### src/rtl/fetch_pkg.sv
// Shared types and constants for the instruction fetch controller.
package fetch_pkg;

  typedef enum logic [1:0] {
    IDLE  = 2'd0,
    RUN   = 2'd1,
    DRAIN = 2'd2
  } fetch_state_e;

  localparam logic [31:0] PC_STEP          = 32'd4;
  localparam logic [31:0] DEFAULT_RESET_PC = 32'h0000_0000;

  // Width of the saturating timeout counter; TIMEOUT_CYC must fit in it.
  localparam int TMO_W = 16;

  function automatic logic [31:0] next_pc(input logic [31:0] pc);
    return pc + PC_STEP;
  endfunction

endpackage

### src/rtl/fetch_out_reg.sv
// Valid/ready output register toward decode, with a wrong-path flush.
module fetch_out_reg (
  input  logic        clk,
  input  logic        reset,
  input  logic        flush,
  input  logic        load,
  input  logic        ready,
  input  logic [31:0] fetch_instr,
  input  logic [31:0] fetch_pc,
  input  logic [31:0] fetch_pcplus4,
  output logic        valid,
  output logic [31:0] instr,
  output logic [31:0] pc,
  output logic [31:0] pcplus4
);

  // Flush beats a refill, a refill beats a plain transfer that empties the slot.
  always_ff @(posedge clk or posedge reset) begin
    if (reset) begin
      valid   <= 1'b0;
      instr   <= 32'd0;
      pc      <= 32'd0;
      pcplus4 <= 32'd0;
    end else if (flush) begin
      valid <= 1'b0;
    end else if (load) begin
      valid   <= 1'b1;
      instr   <= fetch_instr;
      pc      <= fetch_pc;
      pcplus4 <= fetch_pcplus4;
    end else if (ready) begin
      valid <= 1'b0;
    end
  end

endmodule

### src/rtl/fetch_ctrl.sv
// Instruction fetch sequencer: owns the PC, drives the imem req/ack
// handshake, applies redirects and feeds decode through fetch_out_reg.
module fetch_ctrl
  import fetch_pkg::*;
#(
  parameter logic [31:0] RESET_PC    = DEFAULT_RESET_PC,
  parameter int          TIMEOUT_CYC = 256
) (
  input  logic        clk,
  input  logic        reset,
  input  logic        redirect_valid,
  input  logic [31:0] redirect_pc,
  output logic        imem_req,
  output logic [31:0] imem_addr,
  input  logic        imem_ack,
  input  logic [31:0] imem_rdata,
  output logic        if_valid,
  input  logic        if_ready,
  output logic [31:0] if_instr,
  output logic [31:0] if_pc,
  output logic [31:0] if_pcplus4,
  output logic        imem_err
);

  localparam logic [TMO_W-1:0] TMO_LIMIT = TMO_W'(TIMEOUT_CYC);
  localparam logic [TMO_W-1:0] TMO_MAX   = '1;
  localparam logic [TMO_W-1:0] TMO_ONE   = TMO_W'(1);

  fetch_state_e     state;
  logic [31:0]      pc;
  logic [31:0]      saved_pc;
  logic             pending;
  logic [TMO_W-1:0] tmo_cnt;
  logic             slot_free;
  logic             accept;
  logic             load;

  assign slot_free = !if_valid || if_ready;
  assign accept    = imem_req && imem_ack;
  assign load      = accept && (state == RUN) && !redirect_valid;

  // The address is always the PC: during DRAIN the PC still holds the stale
  // request address and the redirect target waits in saved_pc.
  assign imem_addr = pc;

  // Request while the output slot can take a word, and never drop a request
  // that the memory has not yet acknowledged.
  always_comb begin
    imem_req = 1'b0;
    case (state)
      RUN:     imem_req = slot_free || pending;
      DRAIN:   imem_req = 1'b1;
      default: imem_req = 1'b0;
    endcase
  end

  // Control FSM and PC update; a redirect outranks every other event.
  always_ff @(posedge clk or posedge reset) begin
    if (reset) begin
      state    <= IDLE;
      pc       <= RESET_PC;
      saved_pc <= RESET_PC;
      pending  <= 1'b0;
    end else begin
      case (state)
        IDLE: begin
          state   <= RUN;
          pending <= 1'b0;
          if (redirect_valid) pc <= redirect_pc;
        end
        RUN: begin
          pending <= imem_req && !imem_ack && !redirect_valid;
          if (redirect_valid) begin
            if (imem_req && !imem_ack) begin
              saved_pc <= redirect_pc;
              state    <= DRAIN;
            end else begin
              pc <= redirect_pc;
            end
          end else if (accept) begin
            pc <= next_pc(pc);
          end
        end
        DRAIN: begin
          pending <= 1'b0;
          if (imem_ack) begin
            pc    <= redirect_valid ? redirect_pc : saved_pc;
            state <= RUN;
          end else if (redirect_valid) begin
            saved_pc <= redirect_pc;
          end
        end
        default: begin
          state   <= IDLE;
          pending <= 1'b0;
        end
      endcase
    end
  end

  // Saturating count of unanswered request cycles and the sticky error flag.
  always_ff @(posedge clk or posedge reset) begin
    if (reset) begin
      tmo_cnt  <= '0;
      imem_err <= 1'b0;
    end else begin
      if (accept) begin
        tmo_cnt <= '0;
      end else if (imem_req && (tmo_cnt != TMO_MAX)) begin
        tmo_cnt <= tmo_cnt + TMO_ONE;
      end
      if ((TIMEOUT_CYC != 0) && imem_req && !imem_ack && ((tmo_cnt + TMO_ONE) >= TMO_LIMIT)) begin
        imem_err <= 1'b1;
      end
    end
  end

  fetch_out_reg u_out_reg (
    .clk           (clk),
    .reset         (reset),
    .flush         (redirect_valid),
    .load          (load),
    .ready         (if_ready),
    .fetch_instr   (imem_rdata),
    .fetch_pc      (pc),
    .fetch_pcplus4 (next_pc(pc)),
    .valid         (if_valid),
    .instr         (if_instr),
    .pc            (if_pc),
    .pcplus4       (if_pcplus4)
  );

endmodule

### config.mk
export PLATFORM = sky130hd
export DESIGN_NAME = fetch_ctrl
export DESIGN_NICKNAME = d
export VERILOG_FILES = /design/src/rtl/fetch_pkg.sv /design/src/rtl/fetch_out_reg.sv /design/src/rtl/fetch_ctrl.sv
export SDC_FILE = /design/constraint.sdc
export NUM_CORES = 1
export LEC_CHECK = 0
export CAP_MARGIN = 30
export CORE_ASPECT_RATIO = 0.75
export CORE_MARGIN = 4
export CORE_UTILIZATION = 39
export DETAILED_ROUTE_END_ITERATION = 16
export GPL_TIMING_DRIVEN = 0
export PLACE_DENSITY = 0.64
export SLEW_MARGIN = 20
export SYNTH_ARGS = -nofsm -noshare
export SYNTH_HDL_FRONTEND = slang
export SYNTH_SLANG_ARGS = --single-unit
export TNS_END_PERCENT = 30
### constraint.sdc
create_clock -name clk -period 5.6 [get_ports clk]
set_clock_uncertainty 0.1 [all_clocks]
set_input_delay 0.56 -clock clk [delete_from_list [all_inputs] [get_ports clk]]
set_output_delay 0.56 -clock clk [all_outputs]
set_load 0.01 [all_outputs]
== Yosys cells after proc, flatten, opt, wreduce, memory -nomap -nowiden ==
Index checks and enable logic that the tools add are counted.
Operators by class
  magnitude comparators: 1
  bitwise operators: 1
  multiplexer cells: 22
  add/subtract/negate cells: 2
  equal/unequal tests: 10
  reductions and logical operators: 21
Operators with widths (count)
  $mux 32: 9
  $pmux 32 s3: 1
  $pmux 32 s2: 1
  $add 32x3->32 const B: 1
  $mux 16: 2
  $add 16x1->16 const B: 1
  $ge 16x9->1 const B: 1
  $ne 16x16->1 const B: 1
  $ne 2x2->1 const B: 4
  $logic_and 1x1->1: 7
  $mux 2: 3
  $ne 3x3->1 const B: 2
  $pmux 2 s3: 1
  $reduce_bool 3->1: 2
  $reduce_and 5->1: 1
  $mux 1: 4
  $reduce_and 4->1: 1
  $reduce_bool 2->1: 2
  $logic_not 1->1: 3
  $reduce_and 3->1: 1
  $eq 2x1->1 const B: 1
  $eq 2x2->1 const B: 1
  $logic_not 2->1: 1
  $logic_or 1x1->1: 2
  4 further kinds: 4
Storage, ports and cells
  word-level logic and storage cells: 67
  input bits: 69
  output and inout bits: 131
  register bits after elaboration: 181

== Logic depth before layout (Yosys ltp) ==
Gate-level depths: netlist of the first run.
  word-level depth: 9
  gate-level depth with buffers: 13
  depth with buffers taken out: 8

== Modules after synthesis ==
A second synthesis of the first run with hierarchy kept.
Unflattened totals
  cells, all modules: 804
  area total of the unflattened synthesis: 9237.6 um^2
Modules (own cells, without submodules)
  fetch_ctrl: area an instance 5422.7 um^2, cells an instance 595, instances 1, seq. area each 2102.0 um^2
  fetch_out_reg: area an instance 3814.9 um^2, cells an instance 209, instances 1, seq. area each 2427.3 um^2

== Least setup slack after synthesis of the first run ==
Ideal clock, no wire load.
  kind: register -> register
  start: register state[1]
  end: register saved_pc[11]
  library setup time: 0.125 ns
  required time: 5.375 ns
  path buffers: 3
  arrival time: 2.459 ns
  clock period less this slack: 2.683 ns
  slack: 2.917 ns
  cell stages (with the launch flop): 11
  cell sequence: dfrtp_1 > inv_1 > ha_1 > clkbuf_1 > a2bb2oi_2 > inv_2 > buf_2 > mux2i_1 > nor3_1 > buf_2 > mux2_2
Between the ends
  word-level cells in the longest chain between the ends: 5
  elaborated cells on any way between the ends: 10
  classes of those cells: eq/ne (5); mux (2); reduce/logical (3)
Ends and longest elaborated chain
  from (decl): RTL line fetch_ctrl.sv:29  | fetch_state_e state;
  from (signal assigned): RTL line fetch_ctrl.sv:60  | state <= IDLE;
  from (signal assigned): RTL line fetch_ctrl.sv:67  | state <= RUN;
  from (signal assigned): RTL line fetch_ctrl.sv:76  | state <= DRAIN;
  $eq 2x2->1 or $eq 2x1->1 (tied branches): RTL line fetch_ctrl.sv:50  | case (state)
  $pmux 1 s2 (*): RTL line fetch_ctrl.sv:50
  via imem_req: RTL line fetch_ctrl.sv:13  | output logic imem_req,
  $logic_and 1x1->1 (*): RTL line fetch_ctrl.sv:74  | if (imem_req && !imem_ack) begin
  $ne 2x1->1 (no source line) (*)
  $reduce_and 4->1 (no source line) (*)
  to (signal assigned): RTL line fetch_ctrl.sv:75  | saved_pc <= redirect_pc;
  to (signal assigned): RTL line fetch_ctrl.sv:90  | saved_pc <= redirect_pc;
  to (decl): RTL line fetch_ctrl.sv:31  | logic [31:0] saved_pc;
The timed path passes the listed nets; every way through them passes the cells marked *.
A chain may end at the register's enable or synchronous reset.

== Final worst setup path of the first run ==
  start: register state[1]
  end: register u_out_reg.pcplus4[11]
Between the ends
  word-level cells in the longest chain between the ends: 6
  elaborated cells on any way between the ends: 7
  classes of those cells: eq/ne (2); mux (1); reduce/logical (4)
Ends and longest elaborated chain
  $eq 2x2->1 or $eq 2x1->1 (tied branches): RTL line fetch_ctrl.sv:50, fetch_ctrl.sv:40
  $pmux 1 s2: RTL line fetch_ctrl.sv:50
  $logic_and 1x1->1: RTL line fetch_ctrl.sv:39  | assign accept = imem_req && imem_ack;
  $logic_and 1x1->1 (*) (2 in a row): RTL line fetch_ctrl.sv:40  | assign load = accept && (state == RUN) && !redirect_valid;
  $reduce_and 2->1 (no source line) (*)
  to (signal assigned): RTL line fetch_out_reg.sv:30  | pcplus4 <= fetch_pcplus4;
  to (decl): RTL line fetch_out_reg.sv:14  | output logic [31:0] pcplus4
Every way passes the cells marked *; elsewhere a longest branch is shown, timed or not.

==> flow_summary.yaml, run 1 <==
detailed_routing:
  avgRoutedWirePerCell_um: 20.19
  routed_wl_um: 29950
  ant_nets: 0
  drc: 0
  vias: 8266
  via_per_inst: 5.574
  drt_iter0_drc: 799
  dr.pass1.iters: 5
clock_network:
  clockBufferDepth: 2
  root_buffer: "clkbuf_16"
  post-cts-setup-buffer-count: 0
  cts.sinks: 179
  ctsResizeCount: 0
  cts_tree: "built"
  path_clk_slew_ps: 80
  htreeDepth: 4
  cts_buffers: 17
  worstSkewPairLatency_ps: 440
  hold_buffers: 0
logic_synthesis:
  yosysWarnings: 0
  synth_edf_count: 0
  syn_avg_cell_area_um2: 9.224
  netlist_instances: 955
  syn_area_um2: 8808
  yosysSeqAreaShare: 0.5085
  synth_cell_type_count: 70
  syn_nets: 1031
  async_reset_ff_frac: 1.000
  synth_ff_type: "dfrtp_1"
  ys_seq_elements: 179
setup_path:
  r2r_end: "u_out_reg.pcplus4[11]"
  r2r-start: "state[1]"
  worstPathArrival_ps: 3970
  crit_required_ps: 5880
  endpoint_kind: "flip-flop"
  r2r_cells: 12
  crit_type: "reg -> reg"
  critPathLaunchType: "flip-flop"
  critical_path.max_fanout: 10
  rrSetupSlack_ps: 1910
power_and_ir_drop:
  total_power_mw: 6.523
  power.density_nw_per_um2: 553.2
  leakagePower_nw: 5.082
  ir_drop_mv: 0.2353
die:
  num_rows: 47
  die-width_um: 181.5
  core_area_um2: 22110
  die-height_um: 138.2
  dieArea_um2: 25080
  pin_count: 200
  start_util: 0.3984
grt:
  grt_max_degree: 101
  grt.overflow.total: 0
  grt_pass1_wl_um: 46870
  grt_use_total: 0.2370
  grt_pass1_vias: 7909
  antenna_found_initial: 3
layout:
  drive_gt1_frac: 0.08593
  final_util: 0.5332
  fin_nets: 1250
  layout_commonest_cell: "nand2_1"
  area.growth.synth_to_final_pct: 33.85
  layout_common_cells: "nand2_1 (255), clkdlybuf4s50_1 (197), dfrtp_1 (179), o21ai_0 (74), nor2_1 (47)"
  regArea_um2: 4479
  multi_input_area_um2: 3955
  instances_no_fill: 1483
  num-fill-cells: 2069
place:
  gp_congestion: 0.9208
  dp.cells: 1448
  dp_slack_ps: 1986
  dpl.hpwl_um: 21700
  numPortBuffers: 197
status:
  status: "finished clean"
sta:
  period_share: 0.6589
  slew_headroom: 0.3161
  slew_viol_final: 0
  period_minus_slack_ps: 3690
  tightest_slew_ps: 1018
  final-hold-violation-count: 0
  whs_ps: 375.5
  rsz0062_at_grt: "no"
  clock.fmax_ghz: 0.2710
  setup-violations-final: 0
  setup_slack_ps: 1910
worst_hold_path:
  hold_path_class: "reg -> reg"
  hp-start: "u_out_reg.instr[22]"
  hold_depth: 2
  min_to: "u_out_reg.instr[22]"
run:
  cap_violations: 0
## synth_stat cells, types with 5 or more instances
cell type	count	area [um2]
a21oi_1	20	100.1
a221oi_1	8	70.07
a222oi_1	10	100.1
a22o_1	5	43.79
a31oi_1	15	93.84
and3_1	9	56.30
and4_1	8	70.07
buf_2	19	95.09
clkbuf_1	46	172.7
dfrtp_1	179	4479
ha_1	7	87.58
inv_1	12	45.04
mux2_2	31	349.1
mux2i_1	8	80.08
nand2_1	255	957.2
nand2b_1	6	37.54
nand3_1	30	150.1
nand4_1	13	81.33
nor2_1	47	176.4
nor3_1	18	90.09
nor4_1	6	37.54
o21ai_0	74	370.4
o2bb2ai_1	8	70.07
o31a_1	8	70.07
o31ai_1	5	37.54
or3_1	6	37.54
xnor2_1	15	131.4
xor2_1	10	87.58
## state kept, by name (all words and copies together), names as in the netlist
| signal | count |
|---|---|
| imem_addr | 32 |
| saved_pc | 32 |
| tmo_cnt | 16 |
| u_out_reg.instr | 32 |
| pending | 1 |
| state | 2 |
| u_out_reg.valid | 1 |
| u_out_reg.pc | 30 |
| imem_err | 1 |
| u_out_reg.pcplus4 | 32 |
## worst max path at each step
stage	from	endpoint	cells after the start
2_1_floorplan	reset	imem_addr[0]	1
3_3_place_gp	reset	u_out_reg.instr[8]	2
3_5_place_dp	state[1]	u_out_reg.pcplus4[11]	12
4_1_cts	state[1]	u_out_reg.pcplus4[11]	12
5_1_grt	state[1]	u_out_reg.pcplus4[15]	12
6_report	state[1]	u_out_reg.pcplus4[11]	12
## layout make-up
class | count | share of cell area
clock inverters | 15 | 0.01390
multi-input cells | 687 | 0.3355
repair buffers | 200 | 0.1706
plain buffers | 74 | 0.02696
diodes | 2 | 0.0004245
well taps | 294 | 0.03120
flip-flops and latches | 179 | 0.3799
clock buffers | 17 | 0.03608
inverters | 15 | 0.005412
## per-stage QoR
step / TNS (ps) / instance area [um2]
CTS: 0 / 11780
global placement: -468430 / 11150
floorplan: 0 / 8808
detailed placement: 0 / 11190
global route: 0 / 11790
finish: 0 / 11790
## logic make-up (layout without fill, tap and decap cells)
kind of cell	after synthesis	count (layout)	share of synthesized area
flip-flops	179	179	0.5085
other	0	2	0
buffers and inverters	89	321	0.04247
multiplexers	43	43	0.05383
adder cells (fa/ha/maj)	7	7	0.009943
AND/OR/NAND/NOR	415	415	0.2067
XOR/XNOR	25	25	0.02486
AO/OA/AOI/OAI	197	197	0.1537
## power by group
group | internal, mW | switching [mW]
logic | 1.43 | 1.62
clock network | 0.635 | 0.585
registers | 1.84 | 0.414
## routing by layer
metal / up-vias / GRT usage / routed length (um)
li1: 3804 / - / -
met1: 3983 / 0.3619 / 14150
met2: 437 / 0.3269 / 12370
met3: 40 / 0.07064 / 2985
met4: 2 / 0.06317 / 430
met5: - / 0 / 13
## critical path, cell delays in order (launching register included)
cell and delay [ps]:
dfrtp_1 420, inv_1 100, ha_1 300, clkbuf_1 470
a2bb2oi_2 280, inv_2 100, buf_2 250, and3_1 190
clkbuf_1 400, buf_2 400, buf_1 400, nand2_1 110
nand2_1 90
(Power assumes the default switching activity.)
==> run 2: changes to the inputs <==
--- a/config.mk
+++ b/config.mk
@@ -11,7 +11,7 @@
 export CORE_UTILIZATION = 39
 export DETAILED_ROUTE_END_ITERATION = 16
 export GPL_TIMING_DRIVEN = 0
-export PLACE_DENSITY = 0.64
+export PLACE_DENSITY = 0.62
 export SLEW_MARGIN = 20
 export SYNTH_ARGS = -nofsm -noshare
 export SYNTH_HDL_FRONTEND = slang
==> constraint.sdc (replaced) <==
create_clock -name clk -period 3.85 [get_ports clk]
set_clock_uncertainty 0.1 [all_clocks]
set_input_delay 0.385 -clock clk [delete_from_list [all_inputs] [get_ports clk]]
set_output_delay 0.385 -clock clk [all_outputs]
set_load 0.01 [all_outputs]
==> flow_summary.yaml, run 2 (synthesized netlist as in run 1, its figures left out) <==
setup_path:
  worstPathArrival_ps: 3790
  max_stage_delay_ps: 450
  crit_type: "reg -> reg"
  crit_required_ps: 4120
  cp_top_family: "buffers and inverters"
  critPathLaunchType: "flip-flop"
  endpoint_kind: "flip-flop"
  crit_chain: "inv_1 > ha_1 > clkbuf_2 > a2bb2oi_2 > inv_2 > buf_2 > and3_1 > clkbuf_1 > buf_2 > buf_1 > nand2_1 > nand2_1"
  slowest_stage: "buf_2"
  worst-path-buf-inv: 7
  critical_path.max_fanout: 10
sta:
  setup_slack_ps: 334.4
  slew_headroom: 0.3656
  tightest_slew_ps: 945.2
  clock.fmax_ghz: 0.2844
  setup-tns-final_ps: 0
  rsz0062_at_grt: "no"
  period_minus_slack_ps: 3516
  period_share: 0.9132
  setup-violations-final: 0
  slew_viol_final: 0
  final-hold-violation-count: 0
clock_network:
  hold_buffers: 0
  worstSkewPairLatency_ps: 440
  cts_tree: "built"
  path_clk_slew_ps: 80
  ctsResizeCount: 0
  cts.sinks: 179
  post-cts-setup-buffer-count: 0
  root_buffer: "clkbuf_16"
  clockBufferDepth: 2
  htreeDepth: 4
  cts_buffers: 17
grt:
  grt_pass1_vias: 7905
  grt_pass1_wl_um: 46670
  grt_use_total: 0.2368
  antenna_found_initial: 2
  grt.overflow.total: 0
  grt_max_degree: 33
die:
  die-width_um: 181.5
  num_rows: 47
  pin_count: 200
  dieArea_um2: 25080
  core_area_um2: 22110
  start_util: 0.3984
  die-height_um: 138.2
layout:
  num-fill-cells: 2059
  final_util: 0.5383
  instances_no_fill: 1486
  layout_common_cells: "nand2_1 (255), clkdlybuf4s50_1 (197), dfrtp_1 (179), o21ai_0 (74), nor2_1 (47)"
  area.growth.synth_to_final_pct: 35.11
  fin_nets: 1254
  layout_commonest_cell: "nand2_1"
  drive_gt1_frac: 0.08984
detailed_routing:
  via_per_inst: 5.568
  routed_wl_um: 30380
  vias: 8274
  drt_iter0_drc: 801
  drc: 0
  dr.pass1.iters: 6
  ant_nets: 0
  avgRoutedWirePerCell_um: 20.45
power_and_ir_drop:
  netSwitchingPower_mw: 3.828
  intPower_mw: 5.758
  clockPowerShare: 0.192
  p_seq_frac: 0.343
  switching_share: 0.3993
  p_comb_frac: 0.465
  ir_drop_mv: 0.3337
  power.density_nw_per_um2: 805.4
  leakagePower_nw: 5.131
place:
  gp_congestion: 0.9442
  dpl.hpwl_um: 22230
  numPortBuffers: 197
  dp.cells: 1453
  dp_slack_ps: 181.0
status:
  status: "finished clean"
worst_hold_path:
  hold_path_class: "in -> async"
run:
  cap_violations: 0
[run 2: cell count changes in the layout (fill, tap and decap cells not counted), sizes merged]
cell	previous run	this run
buf	29	34
inv	23	19
clkinv	3	5
bufinv	1	2
clkbuf	65	64
clkinvlp	3	4
diode	2	1
[run 2: path summary, 6_finish.rpt]
path                                          start                    to  slack [ps]  depth (start not counted)
worst max-delay path                       state[1]   u_out_reg.instr[14]         330                         12
worst min-delay path                          reset      u_out_reg.pc[17]         150                          2
worst max register to register             state[1]   u_out_reg.instr[14]         330                         12
worst min register to register  u_out_reg.instr[23]   u_out_reg.instr[23]         380                          2
max in group asynchronous                     reset  u_out_reg.pcplus4[0]        2810                          4
min in group clk                     imem_rdata[30]   u_out_reg.instr[30]         370                          3
[run 2: power groups by stage]
stage,Clock [mW],Sequential [mW],Combinational (mW)
after detailed placement,0,3.30,4.41
after floorplan,0,3.45,2.00
after CTS,1.87,3.28,4.43
final,1.84,3.29,4.45
after global routing,1.94,3.40,4.82
after global placement,0,3.29,4.34
[run 2: area by class of cell]
cell class	instances	area, um2	area share
sequential	179	4479	0.3764
multi-input combinational	687	3955	0.3323
timing repair buffer	204	2100	0.1764
clock buffer	17	425.4	0.03574
tap	294	367.9	0.03091
buffer	74	319.1	0.02681
clock inverter	15	192.7	0.01619
inverter	15	60.06	0.005046
antenna	1	2.502	0.0002103
[run 2: layer usage]
layer  wire length [um]  global-route usage  vias to the layer above
li1                   -                   -                     3816
met1              14480              0.3648                     4022
met2              12470              0.3294                      400
met3               3063             0.07064                       34
met4                359             0.04974                        2
met5                 10                   0                        -
[run 2: through the flow]
step / hold WS (ps) / area [um2] / total power [mW]
floorplan: 357.0 / 8812 / 5.452
global placement: 358.2 / 11150 / 7.631
detailed placement: 361.2 / 11280 / 7.712
CTS: 148.1 / 11900 / 9.575
global route: 156.5 / 11900 / 10.16
finish: 148.9 / 11900 / 9.585
==> run 3: changes to the inputs <==
--- a/config.mk
+++ b/config.mk
@@ -8,10 +8,10 @@
 export CAP_MARGIN = 30
 export CORE_ASPECT_RATIO = 0.75
 export CORE_MARGIN = 4
-export CORE_UTILIZATION = 39
+export CORE_UTILIZATION = 45
 export DETAILED_ROUTE_END_ITERATION = 16
 export GPL_TIMING_DRIVEN = 0
-export PLACE_DENSITY = 0.62
+export PLACE_DENSITY = 0.7
 export SLEW_MARGIN = 20
 export SYNTH_ARGS = -nofsm -noshare
 export SYNTH_HDL_FRONTEND = slang
==> flow_summary.yaml, run 3 (synthesized netlist as in run 1, its figures left out) <==
clock_network:
  cts.sinks: 179
  path_clk_slew_ps: 80
  post-cts-setup-buffer-count: 0
  root_buffer: "clkbuf_16"
  worstSkewPairLatency_ps: 450
  cts_tree: "built"
  clockBufferDepth: 2
  cts_buffers: 17
  htreeDepth: 4
power_and_ir_drop:
  power.density_nw_per_um2: 799.1
  netSwitchingPower_mw: 3.823
  switching_share: 0.4041
  intPower_mw: 5.638
  leakagePower_nw: 5.129
  clockPowerShare: 0.184
  p_seq_frac: 0.348
  p_comb_frac: 0.469
  ir_drop_mv: 0.4052
die:
  die-width_um: 169.6
  dieArea_um2: 21900
  core_area_um2: 19270
  num_rows: 44
  die-height_um: 129.2
  start_util: 0.4571
  pin_count: 200
grt:
  grt_use_total: 0.2643
  grt_max_degree: 34
  met3_usage: 0.07533
  grt_pass1_wl_um: 44820
  grtUsageMet2: 0.3738
  grt_pass1_vias: 7933
  grt.busiest_layer: "met1"
  grt.overflow.total: 0
  grt_use_met1: 0.3869
  antenna_found_initial: 1
sta:
  slew_viol_final: 0
  period_share: 0.9100
  tightest_slew_ps: 894.8
  final-hold-violation-count: 0
  rsz0062_at_grt: "no"
  clock.fmax_ghz: 0.2854
  slew_headroom: 0.3994
  period_minus_slack_ps: 3504
  setup-violations-final: 0
setup_path:
  crit_type: "reg -> reg"
  crit_required_ps: 4140
  critPathLaunchType: "flip-flop"
  max_stage_delay_ps: 460
  critical_path.max_fanout: 10
  worstPathArrival_ps: 3790
  endpoint_kind: "flip-flop"
  slowest_stage: "dfrtp_1"
  cp_top_family: "buffers and inverters"
  worst-path-buf-inv: 7
  crit_chain: "inv_1 > ha_1 > clkbuf_2 > a2bb2oi_2 > inv_2 > buf_2 > and3_1 > clkbuf_1 > buf_2 > buf_1 > nand2_1 > nand2_1"
layout:
  layout_common_cells: "nand2_1 (255), clkdlybuf4s50_1 (197), dfrtp_1 (179), o21ai_0 (74), nor2_1 (47)"
  fin_nets: 1254
  layout_commonest_cell: "nand2_1"
  area.growth.synth_to_final_pct: 34.40
  drive_gt1_frac: 0.08984
  final_util: 0.6144
  num-fill-cells: 1680
  finish.instance_area_um2: 11840
place:
  dpl.hpwl_um: 21190
  gp_congestion: 0.9369
  dpl-instance-area_um2: 11240
  numPortBuffers: 197
detailed_routing:
  via_per_inst: 5.716
  dr.pass1.iters: 7
  vias: 8259
  drc: 0
  drt_iter0_drc: 943
  routed_wl_um: 28960
  ant_nets: 0
  avgRoutedWirePerCell_um: 20.04
worst_hold_path:
  hold_path_class: "in -> async"
status:
  status: "finished clean"
run:
  cap_violations: 0
run 3: final cells by class:
class,count,area (um2),share of cell area
Multi-Input combinational cell,687,3955,0.3341
Antenna cell,1,2.502,0.0002114
Inverter,15,60.06,0.005073
Timing Repair Buffer,204,2120,0.1790
Buffer,74,319.1,0.02695
Sequential cell,179,4479,0.3784
Clock inverter,15,161.4,0.01363
Tap cell,253,316.6,0.02674
Clock buffer,17,425.4,0.03593
run 3: timing repair:
item                                    CTS  global route
endpoints found under the hold margin     0             0
hold buffers                              0             0
resized for setup                         0             2
endpoints found under the setup margin    0            29
run 3: layer usage:
metal | wire (um) | vias to the layer above
met5 | 13 | -
met4 | 724 | 2
met3 | 2755 | 53
met2 | 12050 | 391
met1 | 13410 | 4005
li1 | - | 3808
run 3: stage by stage:
stage | setup TNS (ps) | worst slack, ps | std cells | total power, mW | hold slack, ps
after global placement | -87920 | -510.9 | 1405 | 7.578 | 358.6
after CTS | 0 | 101.5 | 1443 | 9.435 | 259.8
final | 0 | 346.4 | 1445 | 9.461 | 250.7
after detailed placement | 0 | 174.0 | 1411 | 7.669 | 361.1
after floorplan | 0 | 1070 | 955 | 5.452 | 357.0
after global routing | 0 | 140.3 | 1444 | 10.02 | 288.6
run 3: path summary, 6_finish.rpt:
check | from | endpoint | slack (ps) | cells past startpoint
setup / recovery | state[1] | u_out_reg.instr[15] | 350 | 12
hold / removal | reset | u_out_reg.pc[15] | 250 | 2
setup reg to reg | state[1] | u_out_reg.instr[15] | 350 | 12
hold reg to reg | u_out_reg.pc[9] | u_out_reg.pc[9] | 370 | 2
max in group asynchronous | reset | u_out_reg.instr[10] | 2560 | 4
min in group clk | imem_rdata[29] | u_out_reg.instr[29] | 360 | 3
run 3: power by group through the flow:
stage	clock network (mW)	logic, mW	registers, mW
global placement	0	4.30	3.28
floorplan	0	2.00	3.45
global route	1.83	4.80	3.39
detailed placement	0	4.37	3.30
CTS	1.76	4.40	3.28
finish	1.74	4.43	3.29
